[config.mk]
export PLATFORM = sky130hd
export DESIGN_NAME = vga_scaler
export DESIGN_NICKNAME = d
export VERILOG_FILES = /design/src/rtl/vga_scaler.sv
export SDC_FILE = /design/constraint.sdc
export NUM_CORES = 1
export LEC_CHECK = 0
export CAP_MARGIN = 5
export CORE_MARGIN = 10
export CORE_UTILIZATION = 50
export DETAILED_ROUTE_END_ITERATION = 10
export GPL_ROUTABILITY_DRIVEN = 1
export GPL_TIMING_DRIVEN = 0
export PLACE_DENSITY = 0.68
export SYNTH_ARGS = -nofsm -noshare
export SYNTH_HDL_FRONTEND = slang
export SYNTH_SLANG_ARGS = --single-unit
[constraint.sdc]
create_clock -name clk -period 2.7 [get_ports clk]
set_input_delay 0.405 -clock clk [delete_from_list [all_inputs] [get_ports clk]]
set_output_delay 0.405 -clock clk [all_outputs]
set_load 0.02 [all_outputs]
[src/rtl/vga_scaler.sv]
// vga_scaler: VGA sync generator that fetches an integer-scaled framebuffer.
// Optional feature macro VGA_VBLANK_IRQ_EN adds a vblank interrupt (irq / irq_ack).
module vga_scaler #(
  parameter int CLK_DIV    = 2,
  parameter int H_VISIBLE  = 640,
  parameter int H_FP       = 16,
  parameter int H_SYNC     = 96,
  parameter int H_BP       = 48,
  parameter int V_VISIBLE  = 480,
  parameter int V_FP       = 10,
  parameter int V_SYNC     = 2,
  parameter int V_BP       = 33,
  parameter int X_SCALE    = 3,
  parameter int Y_SCALE    = 3,
  parameter int FB_WIDTH   = 214,
  parameter int FB_HEIGHT  = 160,
  parameter int FB_ADDR_W  = 16,
  parameter int BPC        = 1,
  parameter int FB_LATENCY = 1,
  parameter bit SYNC_POL   = 1'b0
) (
  input  logic                 clk,
  input  logic                 rst_async,
  input  logic                 en,
  output logic [FB_ADDR_W-1:0] fb_addr,
  output logic                 fb_rd,
  input  logic [3*BPC-1:0]     fb_pixel,
  output logic [BPC-1:0]       vga_r,
  output logic [BPC-1:0]       vga_g,
  output logic [BPC-1:0]       vga_b,
  output logic                 vga_hsync,
  output logic                 vga_vsync,
  output logic                 frame_start,
  output logic                 vblank
`ifdef VGA_VBLANK_IRQ_EN
  ,
  output logic                 irq,
  input  logic                 irq_ack
`endif
);

  localparam int H_TOTAL = H_VISIBLE + H_FP + H_SYNC + H_BP;
  localparam int V_TOTAL = V_VISIBLE + V_FP + V_SYNC + V_BP;
  localparam int HW  = $clog2(H_TOTAL);
  localparam int VW  = $clog2(V_TOTAL);
  localparam int DW  = (CLK_DIV > 1) ? $clog2(CLK_DIV) : 1;
  localparam int SXW = (X_SCALE > 1) ? $clog2(X_SCALE) : 1;
  localparam int SYW = (Y_SCALE > 1) ? $clog2(Y_SCALE) : 1;
  localparam int FXW = $clog2(((H_VISIBLE > FB_WIDTH) ? H_VISIBLE : FB_WIDTH) + 1);
  localparam int FYW = $clog2(((V_VISIBLE > FB_HEIGHT) ? V_VISIBLE : FB_HEIGHT) + 1);

  localparam logic [DW-1:0]        DIV_LAST = DW'(CLK_DIV - 1);
  localparam logic [HW-1:0]        H_LAST   = HW'(H_TOTAL - 1);
  localparam logic [HW-1:0]        H_VIS    = HW'(H_VISIBLE);
  localparam logic [HW-1:0]        HS_BEG   = HW'(H_VISIBLE + H_FP);
  localparam logic [HW-1:0]        HS_END   = HW'(H_VISIBLE + H_FP + H_SYNC - 1);
  localparam logic [VW-1:0]        V_LAST   = VW'(V_TOTAL - 1);
  localparam logic [VW-1:0]        V_VIS    = VW'(V_VISIBLE);
  localparam logic [VW-1:0]        VS_BEG   = VW'(V_VISIBLE + V_FP);
  localparam logic [VW-1:0]        VS_END   = VW'(V_VISIBLE + V_FP + V_SYNC - 1);
  localparam logic [SXW-1:0]       SX_LAST  = SXW'(X_SCALE - 1);
  localparam logic [SYW-1:0]       SY_LAST  = SYW'(Y_SCALE - 1);
  localparam logic [FXW-1:0]       FB_W_X   = FXW'(FB_WIDTH);
  localparam logic [FYW-1:0]       FB_H_Y   = FYW'(FB_HEIGHT);
  localparam logic [FB_ADDR_W-1:0] ROW_STEP = FB_ADDR_W'(FB_WIDTH);

  if (FB_WIDTH * FB_HEIGHT > 2 ** FB_ADDR_W) begin : g_bad_fb_size
    $error("vga_scaler: FB_WIDTH*FB_HEIGHT exceeds the FB_ADDR_W address space");
  end
  if (CLK_DIV < 1 || X_SCALE < 1 || Y_SCALE < 1 || FB_LATENCY < 1) begin : g_bad_param
    $error("vga_scaler: CLK_DIV, X_SCALE, Y_SCALE and FB_LATENCY must be >= 1");
  end

  typedef struct packed {
    logic hs;
    logic vs;
    logic valid;
    logic fs;
    logic vb;
  } flags_t;

  typedef struct packed {
    logic hs;
    logic vs;
    logic fs;
    logic vb;
  } out_t;

  logic [DW-1:0]        div_q, div_d;
  logic [HW-1:0]        h_q, h_d;
  logic [VW-1:0]        v_q, v_d;
  logic [SXW-1:0]       sub_x_q, sub_x_d;
  logic [FXW-1:0]       fb_x_q, fb_x_d;
  logic [SYW-1:0]       sub_y_q, sub_y_d;
  logic [FYW-1:0]       fb_y_q, fb_y_d;
  logic [FB_ADDR_W-1:0] row_base_q, row_base_d;
  logic [FB_ADDR_W-1:0] fb_addr_q, fb_addr_d;
  flags_t               flags_a_q, flags_a_d;
  flags_t               pipe_q [FB_LATENCY];
  flags_t               pipe_d [FB_LATENCY];
  out_t                 out_q, out_d;
  logic [3*BPC-1:0]     colour_q, colour_d;
  logic                 pix_tick;
  logic                 visible;
  logic                 valid;

  // Timing and scale counters; sub_x/fb_x restart at every line start.
  always_comb begin
    div_d      = div_q;
    h_d        = h_q;
    v_d        = v_q;
    sub_x_d    = sub_x_q;
    fb_x_d     = fb_x_q;
    sub_y_d    = sub_y_q;
    fb_y_d     = fb_y_q;
    row_base_d = row_base_q;
    pix_tick   = (div_q == DIV_LAST);
    if (!en) begin
      div_d      = '0;
      h_d        = '0;
      v_d        = '0;
      sub_x_d    = '0;
      fb_x_d     = '0;
      sub_y_d    = '0;
      fb_y_d     = '0;
      row_base_d = '0;
    end else begin
      div_d = pix_tick ? '0 : div_q + DW'(1);
      if (pix_tick) begin
        if (h_q == H_LAST) begin
          h_d     = '0;
          sub_x_d = '0;
          fb_x_d  = '0;
          if (v_q == V_LAST) begin
            v_d        = '0;
            sub_y_d    = '0;
            fb_y_d     = '0;
            row_base_d = '0;
          end else begin
            v_d = v_q + VW'(1);
            if (v_q < V_VIS) begin
              if (sub_y_q == SY_LAST) begin
                sub_y_d    = '0;
                fb_y_d     = fb_y_q + FYW'(1);
                row_base_d = row_base_q + ROW_STEP;
              end else begin
                sub_y_d = sub_y_q + SYW'(1);
              end
            end
          end
        end else begin
          h_d = h_q + HW'(1);
          if (h_q < H_VIS) begin
            if (sub_x_q == SX_LAST) begin
              sub_x_d = '0;
              fb_x_d  = fb_x_q + FXW'(1);
            end else begin
              sub_x_d = sub_x_q + SXW'(1);
            end
          end
        end
      end
    end
  end

  // Address stage: the address and the per-pixel flags are registered together.
  always_comb begin
    visible   = (h_q < H_VIS) && (v_q < V_VIS);
    valid     = visible && (fb_x_q < FB_W_X) && (fb_y_q < FB_H_Y);
    flags_a_d = '0;
    fb_addr_d = fb_addr_q;
    if (en) begin
      flags_a_d.hs    = (h_q >= HS_BEG) && (h_q <= HS_END);
      flags_a_d.vs    = (v_q >= VS_BEG) && (v_q <= VS_END);
      flags_a_d.valid = valid;
      flags_a_d.fs    = (h_q == '0) && (v_q == '0) && (div_q == '0);
      flags_a_d.vb    = (v_q >= V_VIS);
      if (valid) fb_addr_d = row_base_q + FB_ADDR_W'(fb_x_q);
    end
  end

  // Flags ride FB_LATENCY stages so valid meets fb_pixel; one more stage for the output register.
  always_comb begin
    pipe_d[0] = flags_a_q;
    for (int k = 1; k < FB_LATENCY; k++) pipe_d[k] = pipe_q[k-1];
    out_d.hs = pipe_q[FB_LATENCY-1].hs;
    out_d.vs = pipe_q[FB_LATENCY-1].vs;
    out_d.fs = pipe_q[FB_LATENCY-1].fs;
    out_d.vb = pipe_q[FB_LATENCY-1].vb;
    colour_d = pipe_q[FB_LATENCY-1].valid ? fb_pixel : '0;
    if (!en) begin
      for (int k = 0; k < FB_LATENCY; k++) pipe_d[k] = '0;
      out_d    = '0;
      colour_d = '0;
    end
  end

  always_ff @(posedge clk or posedge rst_async) begin
    if (rst_async) begin
      div_q      <= '0;
      h_q        <= '0;
      v_q        <= '0;
      sub_x_q    <= '0;
      fb_x_q     <= '0;
      sub_y_q    <= '0;
      fb_y_q     <= '0;
      row_base_q <= '0;
      fb_addr_q  <= '0;
      flags_a_q  <= '0;
      for (int k = 0; k < FB_LATENCY; k++) pipe_q[k] <= '0;
      out_q      <= '0;
      colour_q   <= '0;
    end else begin
      div_q      <= div_d;
      h_q        <= h_d;
      v_q        <= v_d;
      sub_x_q    <= sub_x_d;
      fb_x_q     <= fb_x_d;
      sub_y_q    <= sub_y_d;
      fb_y_q     <= fb_y_d;
      row_base_q <= row_base_d;
      fb_addr_q  <= fb_addr_d;
      flags_a_q  <= flags_a_d;
      for (int k = 0; k < FB_LATENCY; k++) pipe_q[k] <= pipe_d[k];
      out_q      <= out_d;
      colour_q   <= colour_d;
    end
  end

  assign fb_addr     = fb_addr_q;
  assign fb_rd       = flags_a_q.valid;
  assign vga_r       = colour_q[3*BPC-1:2*BPC];
  assign vga_g       = colour_q[2*BPC-1:BPC];
  assign vga_b       = colour_q[BPC-1:0];
  assign vga_hsync   = out_q.hs ? SYNC_POL : ~SYNC_POL;
  assign vga_vsync   = out_q.vs ? SYNC_POL : ~SYNC_POL;
  assign frame_start = out_q.fs;
  assign vblank      = out_q.vb;

`ifdef VGA_VBLANK_IRQ_EN
  // irq is a level raised on the output cycle where vblank rises; it stays up while
  // irq_ack is low, and a new rising edge in the same cycle as irq_ack keeps it set.
  logic irq_q, irq_d, irq_set;

  always_comb begin
    irq_set = pipe_q[FB_LATENCY-1].vb && !out_q.vb;
    irq_d   = irq_q;
    if (!en)          irq_d = 1'b0;
    else if (irq_set) irq_d = 1'b1;
    else if (irq_ack) irq_d = 1'b0;
  end

  always_ff @(posedge clk or posedge rst_async) begin
    if (rst_async) irq_q <= 1'b0;
    else           irq_q <= irq_d;
  end

  assign irq = irq_q;
`endif

endmodule

==> results.txt <==
----------------------------------------------------
[STA]
  Clock tree skew after final layout ... 20.5 ps
  Final number of max-transition violations ... 0
  Fin worst setup slack ... roughly 130 ps
  Final hold violations ... 0
  Final setup viols ... 0
  Highest Clock Rate ... between 300 and 400 MHz
  Max_slew headroom ... roughly 57%
  Pin slew with the least headroom to its limit ... 648 ps
  Shortest clock period the worst path allows after layout ... 2570 ps
  Ratio of final minimum period to clock period ... between 90% and 100%
  RSZ-0062 raised after global routing ... no

[Routing]
  Routed via count ... 3928
  Pre-antenna DRT Iters ... 4
  Top layer reached by signal wires ... met4
  Detailed-routing wirelength on met1 ... between 5 and 6 mm
  Drc violations ... 0
  Met3 wire len ... approximately 360 um
  Detailed-routed wire length on met2 ... between 5 and 6 mm
  Routed Wire Length ... around 11 mm
  Vias per inst ... between 5 and 6
  Final antenna-violating net count ... 0
  Routed wire per std cell ... roughly 16 um
  Detailed router's first-iteration violation count ... 290

[Global routing]
  Global router's overall resource usage ... around 16%
  Remaining global-route overflow ... 0
  Maximum number of pins on one net before global-route repair ... slightly above 40
  Initial antenna violation count ... 0
  First-pass GRT wire length ... about 19 mm
  Vias in the first global route ... 3803

[Clock tree]
  Clk Latency, worst-skew pair ... between 300 and 400 ps
  Cell at the root of the clock tree ... sky130_fd_sc_hd__clkbuf_8
  Count of clock tree sinks ... 92
  Number of H-tree levels ... 3
  CTS Hold Bufs ... 0
  Number of buffers inserted during clock tree synthesis ... 9
  Clock buffer depth ... 2
  CTS tree ... yes
  Clock-pin transition on the worst setup and hold timing paths ... between 100 and 150 ps

[Yosys]
  Mux contribution to synthesized area ... 1.47%
  Post-synthesis area per instance ... 9.66 sq um
  Fraction of the mapped netlist area in adder cells ... under 10%
  Number of synthesized flops with an enable pin ... 0
  Most area-hungry cell type in the Yosys netlist ... sky130_fd_sc_hd__dfrtp_1
  Share of the synthesized netlist area taken by xor and xnor gates ... 5.60%
  Fraction of the mapped netlist area in compound gates ... about 17%
  Gate Count Post-Synth ... 502
  Seq cells post-synth ... 92
  Fraction of synthesis flops using an asynchronous set or reset pin ... 100%
  Dominant combinational cell family by area after synthesis ... simple AND/OR/NAND/NOR gates
  Synth top area share ... 47.5%
  Warnings, synthesis ... 0
  Top FF cell, synth ... sky130_fd_sc_hd__dfrtp_1
  Basic-gate share of the synthesized area counting and, or, nand and nor cells ... 20.8%
  Sequential fraction of the synthesis area ... a little under half
  Synth top area cells ... sky130_fd_sc_hd__dfrtp_1, sky130_fd_sc_hd__ha_1, sky130_fd_sc_hd__nand2_1
  Number of unique standard cell types used by synthesis ... 59
  Summed instance area of the synthesized netlist ... 0.00485 sq mm
  Synthesized Nets ... approximately 530

[Setup path]
  Arrival time at the worst endpoint ... 2870 ps
  Register-to-register path setup slack ... around 130 ps
  Worst Setup EP ... row_base_q[11]
  Type of element capturing the critical path ... flop
  Number of cell instances on the worst register-to-register path ... 10
  R2r endpoint ... row_base_q[11]
  Slowest Stage Delay on Critical Path ... ~480 ps
  Startpoint kind of the worst setup timing path ... flop
  Worst-path maximum fanout ... 6
  Cell chain of the critical path ... inv_2 > ha_1 > or4b_4 > o41ai_4 > buf_4 > o2111ai_4 > buf_6 > buf_4 > or3_1 > a21oi_2
  Most common cell on crit path ... sky130_fd_sc_hd__buf_4
  Kind of critical path ... reg -> reg
  First element of the critical path ... v_q[0]
  Crit Reg-Reg Startpoint ... v_q[0]
  Required @ worst endpoint ... 3010 ps
  Critical path's slowest cell ... sky130_fd_sc_hd__or4b_4

[Cells and area]
  Cell Count, Final, Fillers Out ... between 600 and 700
  Number of diodes ... 0
  Ratio of cells with drive above 1 in the final layout ... 9.91%
  Area taken by multi-input logic gates ... roughly 0.0025 sq mm
  Number of filler instances in the final layout ... 773
  Final #Nets ... about 570
  Growth of design area from synthesis to finish ... 17.0%
  Area taken by flip-flops and latches ... between 0.002 and 0.0025 sq mm

[Power and ir drop]
  Peak supply drop ... around 0.00035 V
  Switching power of the nets ... between 1000 and 1500 uW
  Switching power share of the total ... between 30% and 40%
  Static Leak ... 0.00247 uW
  Comb pwr share ... 21.7%
  Part of the total power dissipated in sequential elements ... between 40% and 50%
  Power density over the cells ... just under 600 mW/mm^2
  Internal portion of total power ... roughly 2300 uW
  Clock power frac ... 29.2%

[Die]
  CORE AREA ... between 0.009 and 0.01 sq mm
  Number of top-level design ports ... 30
  Die span in x ... 118 um
  Y dimension of the die ... 118 um
  Starting utilization of the core area ... between 50% and 60%
  Die Area ... between 0.01 and 0.015 sq mm
  Site row count ... 35

[Placement]
  Worst slack at placement ... -339 ps
  Placed Instances ... 661
  Weighted congestion at the end of routability-driven global placement ... 0.832
  Count of port buffers added during placement ... 28
  Post-detail-place hpwl ... ~7.8 mm

[Run]
  Max-cap violation count ... 0

[Run status]
  Outcome ... completed

[Hold path]
  Class of the tightest hold or removal check ... in -> async

----------------------------------------------------
## per-layer routing
metal | up-vias | GRT usage, %
met5 | - | 0
met3 | 10 | 2.52
met1 | 1938 | 22.4
met2 | 71 | 25.1
met4 | 0 | 5.04
li1 | 1909 | -
## critical path, delay by kind of cell (launching register included)
kind | cells | cell delay [ps]
and+or+nand+nor | 2 | 840
buffers and inverters | 4 | 580
DFF | 1 | 450
adders and majority gates | 1 | 130
AOI/OAI and AO/OA | 3 | 480
## cells in the final DEF (no fill, tap or decap), drive strengths merged, types with 9 or more instances in the layout
master,synthesis,layout
dfrtp,92,92
nand2,55,55
o21ai,40,40
nor2,33,33
clkdlybuf4s50,0,28
clkbuf,19,28
xor2,21,21
inv,18,20
a21oi,19,19
ha,18,18
nand3,16,16
and2,16,16
buf,3,12
nand4,10,10
xnor2,10,10
nor3,10,10
or3,9,9
and3,9,9
## Yosys cell counts (3+ instances only)
library cell and number:
sky130_fd_sc_hd__dfrtp_1 92, sky130_fd_sc_hd__nand2_1 55, sky130_fd_sc_hd__o21ai_0 38, sky130_fd_sc_hd__nor2_1 33, sky130_fd_sc_hd__xor2_1 21, sky130_fd_sc_hd__a21oi_1 19
sky130_fd_sc_hd__clkbuf_1 19, sky130_fd_sc_hd__ha_1 18, sky130_fd_sc_hd__inv_1 18, sky130_fd_sc_hd__and2_1 16, sky130_fd_sc_hd__nand3_1 16, sky130_fd_sc_hd__nand4_1 10
sky130_fd_sc_hd__xnor2_1 10, sky130_fd_sc_hd__and3_1 9, sky130_fd_sc_hd__nor3_1 9, sky130_fd_sc_hd__or3_1 9, sky130_fd_sc_hd__o31ai_1 8, sky130_fd_sc_hd__or4_1 8
sky130_fd_sc_hd__a21o_1 7, sky130_fd_sc_hd__a211oi_1 6, sky130_fd_sc_hd__mux2i_1 6, sky130_fd_sc_hd__a31oi_1 5, sky130_fd_sc_hd__nand2b_1 5, sky130_fd_sc_hd__nor2b_1 5
sky130_fd_sc_hd__o2111ai_1 5, sky130_fd_sc_hd__nor4b_1 4, sky130_fd_sc_hd__o211ai_1 4, sky130_fd_sc_hd__a2111o_1 3, sky130_fd_sc_hd__a41oi_1 3, sky130_fd_sc_hd__nand3b_1 3
## per-stage QoR
step,hold WS (ps),power (uW),setup TNS (ps),utilization (%),area (sq um)
after global placement,439,2350,-8060,56.8,5300
after detailed placement,442,2370,-8170,57.2,5340
after global routing,403,3550,0,60.8,5670
after CTS,376,3350,0,59.8,5580
after floorplan,434,2100,0,-,4850
final,368,3360,0,60.8,5670
## logic make-up (layout without fill, tap and decap cells)
| family | count (synthesis) | count (layout) |
|---|---|---|
| simple gates | 194 | 194 |
| compound gates | 120 | 120 |
| flops | 92 | 92 |
| buf+inv | 40 | 93 |
| xor+xnor | 31 | 31 |
| fa+ha+maj | 18 | 18 |
| mux | 7 | 7 |
## layout make-up
| class | count | share of cell area (%) |
|---|---|---|
| Clock inverter | 7 | 1.46 |
| Sequential cell | 92 | 40.6 |
| Clock buffer | 9 | 2.18 |
| Buffer | 21 | 1.68 |
| Multi-Input combinational cell | 370 | 43.3 |
| Inverter | 18 | 1.26 |
| Timing Repair Buffer | 38 | 6.70 |
| Tap cell | 129 | 2.84 |
## how the worst min path moves through the flow
stage	slack, ps	cells after the start	endpoint
after floorplan	430	1	frame_start
after global placement	440	1	pipe_q[0]
after detailed placement	440	1	pipe_q[4]
after CTS	380	2	fb_addr[2]
after global routing	400	2	fb_addr[2]
final	370	2	fb_addr[2]
## sequential cells by signal (all words and copies together) (netlist names)
register	cells
sub_x_q	2
v_q	10
fb_rd	1
row_base_q	15
out_q	2
frame_start	1
fb_x_q	10
fb_addr	16
vblank	1
colour_q	3
sub_y_q	2
h_q	10
fb_y_q	9
flags_a_q	4
div_q	1
pipe_q	5
## power groups by stage
stage / logic [uW] / registers, uW / clock network, uW
2_1_floorplan: 408 / 1690 / 0
3_3_place_gp: 684 / 1660 / 0
3_5_place_dp: 702 / 1670 / 0
4_1_cts: 713 / 1640 / 999
5_1_grt: 822 / 1670 / 1060
6_report: 727 / 1650 / 982
## repair_timing
action                                  4_1_cts  5_1_grt
endpoints found under the setup margin       42       37
buffers inserted                              1        7
gates resized for setup                      10       13
pin swaps                                     1        3
Power figures use the tool's default switching activity.
